**config.mk**
```make
export PLATFORM = sky130hd
export DESIGN_NAME = alu_operand_loader_flat
export DESIGN_NICKNAME = d
export VERILOG_FILES = /design/src/rtl/alu_operand_loader_if.sv /design/src/rtl/alu_operand_loader.sv /design/src/flat_wrapper.sv
export SDC_FILE = /design/constraint.sdc
export NUM_CORES = 1
export LEC_CHECK = 0
export ABC_AREA = 0
export CAP_MARGIN = 10
export CORE_MARGIN = 2
export CORE_UTILIZATION = 50
export CTS_BUF_LIST = sky130_fd_sc_hd__clkbuf_8
export DETAILED_ROUTE_END_ITERATION = 7
export PLACE_DENSITY = 0.84
export SYNTH_ARGS = -nofsm -noshare
export SYNTH_HDL_FRONTEND = slang
export SYNTH_SLANG_ARGS = --single-unit
```
**constraint.sdc**
```tcl
create_clock -name clk -period 3.9 [get_ports clk]
set_clock_uncertainty 0.2 [all_clocks]
set_input_delay 0.78 -clock clk [delete_from_list [all_inputs] [get_ports clk]]
set_output_delay 0.78 -clock clk [all_outputs]
set_load 0.1 [all_outputs]
```
**src/rtl/alu_operand_loader_if.sv**
```systemverilog
// Pin-side bus of the ALU operand loader: byte bus, strobe and control in,
// registered operands, held result and status out.
interface alu_operand_loader_if #(
    parameter int DATA_W = 8
);
    logic              ena;
    logic [DATA_W-1:0] data_in;
    logic              load_strobe;
    logic              clear;
    logic [DATA_W-1:0] result_in;
    logic [DATA_W-1:0] a_out;
    logic [DATA_W-1:0] b_out;
    logic [1:0]        op_out;
    logic [DATA_W-1:0] result_out;
    logic              result_valid;
    logic              busy;
    logic [2:0]        phase;
    logic [7:0]        op_count;

    modport master (
        output ena, data_in, load_strobe, clear, result_in,
        input  a_out, b_out, op_out, result_out, result_valid, busy, phase, op_count
    );

    modport slave (
        input  ena, data_in, load_strobe, clear, result_in,
        output a_out, b_out, op_out, result_out, result_valid, busy, phase, op_count
    );
endinterface

```
**src/rtl/alu_operand_loader.sv**
```systemverilog
// Sequential ALU front end: loads A, B and opcode from one byte bus on
// synchronized strobe edges, then captures and holds the ALU result.
module alu_operand_loader #(
    parameter int SYNC_STAGES = 2,
    parameter int DATA_W      = 8
) (
    input  logic                 clk,
    input  logic                 rst_n,
    alu_operand_loader_if.slave  bus
);
    typedef enum logic [2:0] {
        S_A    = 3'd0,
        S_B    = 3'd1,
        S_OP   = 3'd2,
        S_EXEC = 3'd3,
        S_DONE = 3'd4
    } state_t;

    state_t                  state_q, state_d;
    logic [SYNC_STAGES-1:0]  sync_q, sync_d;
    logic                    hist_q, hist_d;
    logic                    strobe_evt_s;
    logic [DATA_W-1:0]       a_q, a_d;
    logic [DATA_W-1:0]       b_q, b_d;
    logic [1:0]              op_q, op_d;
    logic [DATA_W-1:0]       result_q, result_d;
    logic                    valid_q, valid_d;
    logic                    busy_q, busy_d;
    logic [7:0]              count_q, count_d;

    // Synchronizer and edge history run regardless of ena or clear.
    always_comb begin
        sync_d       = {sync_q[SYNC_STAGES-2:0], bus.load_strobe};
        hist_d       = sync_q[SYNC_STAGES-1];
        strobe_evt_s = sync_q[SYNC_STAGES-1] & ~hist_q;
    end

    // Sequencer next state: clear beats the enable hold, which beats strobe events.
    always_comb begin
        state_d  = state_q;
        a_d      = a_q;
        b_d      = b_q;
        op_d     = op_q;
        result_d = result_q;
        valid_d  = valid_q;
        count_d  = count_q;
        if (bus.clear) begin
            state_d  = S_A;
            a_d      = {DATA_W{1'b0}};
            b_d      = {DATA_W{1'b0}};
            op_d     = 2'd0;
            result_d = {DATA_W{1'b0}};
            valid_d  = 1'b0;
        end else if (!bus.ena) begin
            state_d = state_q;
        end else begin
            case (state_q)
                S_A, S_DONE: begin
                    if (strobe_evt_s) begin
                        a_d     = bus.data_in;
                        state_d = S_B;
                    end else begin
                        state_d = state_q;
                    end
                end
                S_B: begin
                    if (strobe_evt_s) begin
                        b_d     = bus.data_in;
                        state_d = S_OP;
                    end else begin
                        state_d = state_q;
                    end
                end
                S_OP: begin
                    if (strobe_evt_s) begin
                        op_d    = bus.data_in[1:0];
                        valid_d = 1'b0;
                        state_d = S_EXEC;
                    end else begin
                        state_d = state_q;
                    end
                end
                S_EXEC: begin
                    // The ALU has had a full cycle on stable operands by now.
                    result_d = bus.result_in;
                    valid_d  = 1'b1;
                    count_d  = count_q + 8'd1;
                    state_d  = S_DONE;
                end
                default: begin
                    state_d = S_A;
                end
            endcase
        end
        busy_d = (state_d == S_B) || (state_d == S_OP) || (state_d == S_EXEC);
    end

    // State and output registers.
    always_ff @(posedge clk or negedge rst_n) begin
        if (!rst_n) begin
            state_q  <= S_A;
            sync_q   <= {SYNC_STAGES{1'b0}};
            hist_q   <= 1'b0;
            a_q      <= {DATA_W{1'b0}};
            b_q      <= {DATA_W{1'b0}};
            op_q     <= 2'd0;
            result_q <= {DATA_W{1'b0}};
            valid_q  <= 1'b0;
            busy_q   <= 1'b0;
            count_q  <= 8'd0;
        end else begin
            state_q  <= state_d;
            sync_q   <= sync_d;
            hist_q   <= hist_d;
            a_q      <= a_d;
            b_q      <= b_d;
            op_q     <= op_d;
            result_q <= result_d;
            valid_q  <= valid_d;
            busy_q   <= busy_d;
            count_q  <= count_d;
        end
    end

    assign bus.a_out        = a_q;
    assign bus.b_out        = b_q;
    assign bus.op_out       = op_q;
    assign bus.result_out   = result_q;
    assign bus.result_valid = valid_q;
    assign bus.busy         = busy_q;
    assign bus.phase        = state_q;
    assign bus.op_count     = count_q;
endmodule

```
**src/flat_wrapper.sv**
```systemverilog
// flat-port wrapper written by rule: the top's interface ports become plain ports
module alu_operand_loader_flat 
#(
    parameter int SYNC_STAGES = 2,
    parameter int DATA_W      = 8
)
  (clk, rst_n, bus_ena, bus_data_in, bus_load_strobe, bus_clear, bus_result_in, bus_a_out, bus_b_out, bus_op_out, bus_result_out, bus_result_valid, bus_busy, bus_phase, bus_op_count);
  alu_operand_loader_if #(.DATA_W(DATA_W)) bus_i ();
  input  logic clk;
  input  logic rst_n;
  input wire logic [$bits(bus_i.ena)-1:0] bus_ena;
  input wire logic [$bits(bus_i.data_in)-1:0] bus_data_in;
  input wire logic [$bits(bus_i.load_strobe)-1:0] bus_load_strobe;
  input wire logic [$bits(bus_i.clear)-1:0] bus_clear;
  input wire logic [$bits(bus_i.result_in)-1:0] bus_result_in;
  output wire logic [$bits(bus_i.a_out)-1:0] bus_a_out;
  output wire logic [$bits(bus_i.b_out)-1:0] bus_b_out;
  output wire logic [$bits(bus_i.op_out)-1:0] bus_op_out;
  output wire logic [$bits(bus_i.result_out)-1:0] bus_result_out;
  output wire logic [$bits(bus_i.result_valid)-1:0] bus_result_valid;
  output wire logic [$bits(bus_i.busy)-1:0] bus_busy;
  output wire logic [$bits(bus_i.phase)-1:0] bus_phase;
  output wire logic [$bits(bus_i.op_count)-1:0] bus_op_count;
  assign bus_i.ena = bus_ena;
  assign bus_i.data_in = bus_data_in;
  assign bus_i.load_strobe = bus_load_strobe;
  assign bus_i.clear = bus_clear;
  assign bus_i.result_in = bus_result_in;
  assign bus_a_out = bus_i.a_out;
  assign bus_b_out = bus_i.b_out;
  assign bus_op_out = bus_i.op_out;
  assign bus_result_out = bus_i.result_out;
  assign bus_result_valid = bus_i.result_valid;
  assign bus_busy = bus_i.busy;
  assign bus_phase = bus_i.phase;
  assign bus_op_count = bus_i.op_count;
  alu_operand_loader #(.SYNC_STAGES(SYNC_STAGES), .DATA_W(DATA_W)) u_core (.clk(clk), .rst_n(rst_n), .bus(bus_i));
endmodule
```
==> metrics.txt <==
status=finished, final reports clean; Multi-input gate area=701 sq um; Iter 0 DRT Violations=68; clock power share=30.5%; Hold Crit Class=flop to flop; Crit path buffers/inverters=1; hold path depth=0; drt drc=0; crit-path cells=clkdlybuf4s50_1; Initial Util=53.2%; ys async rst share=100%; sequential area share after synthesis=57.9%; vias=1397; Worst-path clk slew=0.07 ns; setup TNS=0 ns; diode count=0; initial antenna violation count=0; largest stage delay on the critical path=1.17 ns; reg-to-reg slack, setup=1.95 ns; TritonCTS clock tree=built; period utilization=74.2%; number of global-route vias before repair=1413; Final ANT Viol Nets=0; area leader, netlist=dfrtp_1; hold_ws=0.152 ns; Clock Tree Buf Depth=2; drt first pass iters=4; worst vdd ir=0.355 mV; fin. max-slew vios=0; first-pass GRT wire length=6660 um; Max-Cap Viols=0; static leakage=0.00117 uW; remaining global-route overflow=0; # rows=21; Num CTS Buffers=5; Worst EP arrival=1.92 ns; RSZ-0062 raised after global routing=no; unique cell type count in the Yosys netlist=32; power density cells=367 nW/um^2; H-tree Lvls=2; combinational power share=19.3%; IO Port Bufs=59; Core ar.=3420 sq um; GPL Wtd Cong=0.917; synthesized area=1820 sq um; hold-fix buffers at CTS=0; DP HPWL=2850 um; Seq. cell area=1050 sq um; post-synth top area share=57.9%; most frequent cells in the layout=56 x clkdlybuf4s50_1, 42 x dfrtp_1, 30 x nand2_1, 15 x nor2_1, 12 x a21oi_1; CTS Sinks=42; Setup crit end kind=output pin; Worst path top cell family by delay=buffers and inverters; kind of critical path=flop to output pin; CP startpoint kind=flop; r2r startpoint=u_core.bus.phase[1]; Slew @ Worst Pin=0.992 ns; die area=4130 sq um; post-cts resize count=0; Slew headroom=33.7%; # fillers=240; syn avg cell area=10.8 sq um; FF-to-FF End=u_core.bus.b_out[1]; CP max-delay cell=clkdlybuf4s50_1; Total Routing Usage GR=21.3%; WP data required=2.92 ns; Setup Buffers After CTS=0; largest net degree at the start of global routing=43; Final Hold Vio Count=0; number of synthesized register bits=42; Max Fclk=345 MHz; P&R area growth vs syn=37.4%; clock latency on the worst-skew pair=0.29 ns; EDFF count, synth=0; worst-path fanout max=8; Int Pwr=639 uW; final setup violation count=0; Synth Net Count=190; die height=64.3 um; Net Switching=278 uW; layout cells sized above 1=7.05%; Gate Count Post-Synth=168; Tmin final=2.90 ns; Hold Crit Endpoint=u_core.sync_q[1]; sequential power share=50.2%; fin nets=248; Sw Ratio=30.3%; Ports=60; final WL=3910 um; Synthesis Warnings=0; Hold Startpoint=u_core.sync_q[0]; routed len/inst=14.3 um; Synth area leaders=dfrtp_1 58%, nand2_1 6.2%, mux2i_1 5.5%, a21oi_1 3.3%, nand2b_1 3.1%; most used flip-flop cell after synthesis=dfrtp_1; most common cell after layout, fill and taps aside=clkdlybuf4s50_1; FF-to-FF path depth=4; clock root buffer=clkbuf_8; die width=64.3 um; DR vias/cell=5.12
[worst max path at each step]
stage	slack, ns	to	depth (start not counted)	startpoint
floorplan	1.66	u_core.bus.op_count[1]	4	u_core.bus.phase[1]
global placement	1.18	u_core.bus.b_out[0]	5	bus_ena
detailed placement	1.08	u_core.bus.b_out[1]	5	bus_ena
CTS	1.01	bus_phase[2]	1	u_core.bus.phase[2]
global route	0.95	bus_phase[2]	1	u_core.bus.phase[2]
finish	1.00	bus_phase[2]	1	u_core.bus.phase[2]
[Yosys cell counts, types with 2 or more instances]
cell and n:
o21ai_0 8, nand3_1 2, and3_1 2, nand4_1 3
a21oi_1 12, xnor2_1 6, buf_4 3, nand2_1 30
nand2b_1 9, inv_1 2, mux2i_1 10, nor2_1 15
dfrtp_1 42, buf_2 4, and2b_1 3
[layout make-up]
class / instances / share of cell area [%]
Multi-Input combinational cell: 115 / 28.1
Clock buffer: 6 / 3.31
Inverter: 2 / 0.301
Clock inverter: 2 / 0.351
Tap cell: 46 / 2.31
Timing Repair Buffer: 60 / 23.6
Sequential cell: 42 / 42.1
[stage by stage]
stage | worst slack [ns] | utilization [%] | std cells | cell area, sq um | total power, uW
floorplan | 1.66 | - | 168 | 1820 | 586
global placement | 1.18 | 70.4 | 265 | 2400 | 643
detailed placement | 1.08 | 70.4 | 265 | 2400 | 646
CTS | 1.01 | 73.1 | 273 | 2500 | 924
global route | 0.948 | 73.1 | 273 | 2500 | 954
finish | 1.00 | 73.1 | 273 | 2500 | 917
[cell families (layout without fill, tap and decap cells)]
group / count (synthesis) / in the layout / share of synthesized area (%)
flip-flops: 42 / 42 / 57.9
adder cells (fa/ha/maj): 1 / 1 / 0.689
AND/OR/NAND/NOR: 70 / 70 / 19.6
buffers and inverters: 11 / 70 / 3.58
AO/OA/AOI/OAI: 26 / 26 / 8.75
XOR/XNOR: 7 / 7 / 3.37
multiplexers: 11 / 11 / 6.13
[metal layers]
metal / vias up / track usage (%) / share of wire (%)
met1: 671 / 25.1 / 40
met5: - / 0 / 0
met4: 0 / 6.65 / 1.2
li1: 679 / - / -
met2: 41 / 35.8 / 53
met3: 6 / 8.45 / 5.4
[registers in the layout, indices dropped and copies added, names as in the netlist]
register	cells
u_core.bus.result_valid	1
u_core.bus.op_out	2
u_core.bus.a_out	8
u_core.bus.op_count	8
u_core.sync_q	2
u_core.bus.phase	3
u_core.bus.b_out	8
u_core.bus.busy	1
u_core.hist_q	1
u_core.bus.result_out	8
[power by group through the flow]
stage / Sequential, uW / Clock [uW] / Combinational [uW]
floorplan: 549 / 0 / 36.2
global placement: 467 / 0 / 175
detailed placement: 468 / 0 / 177
CTS: 460 / 286 / 178
global route: 462 / 305 / 187
finish: 460 / 279 / 177
Note: power is estimated with default switching activity, not from simulation.
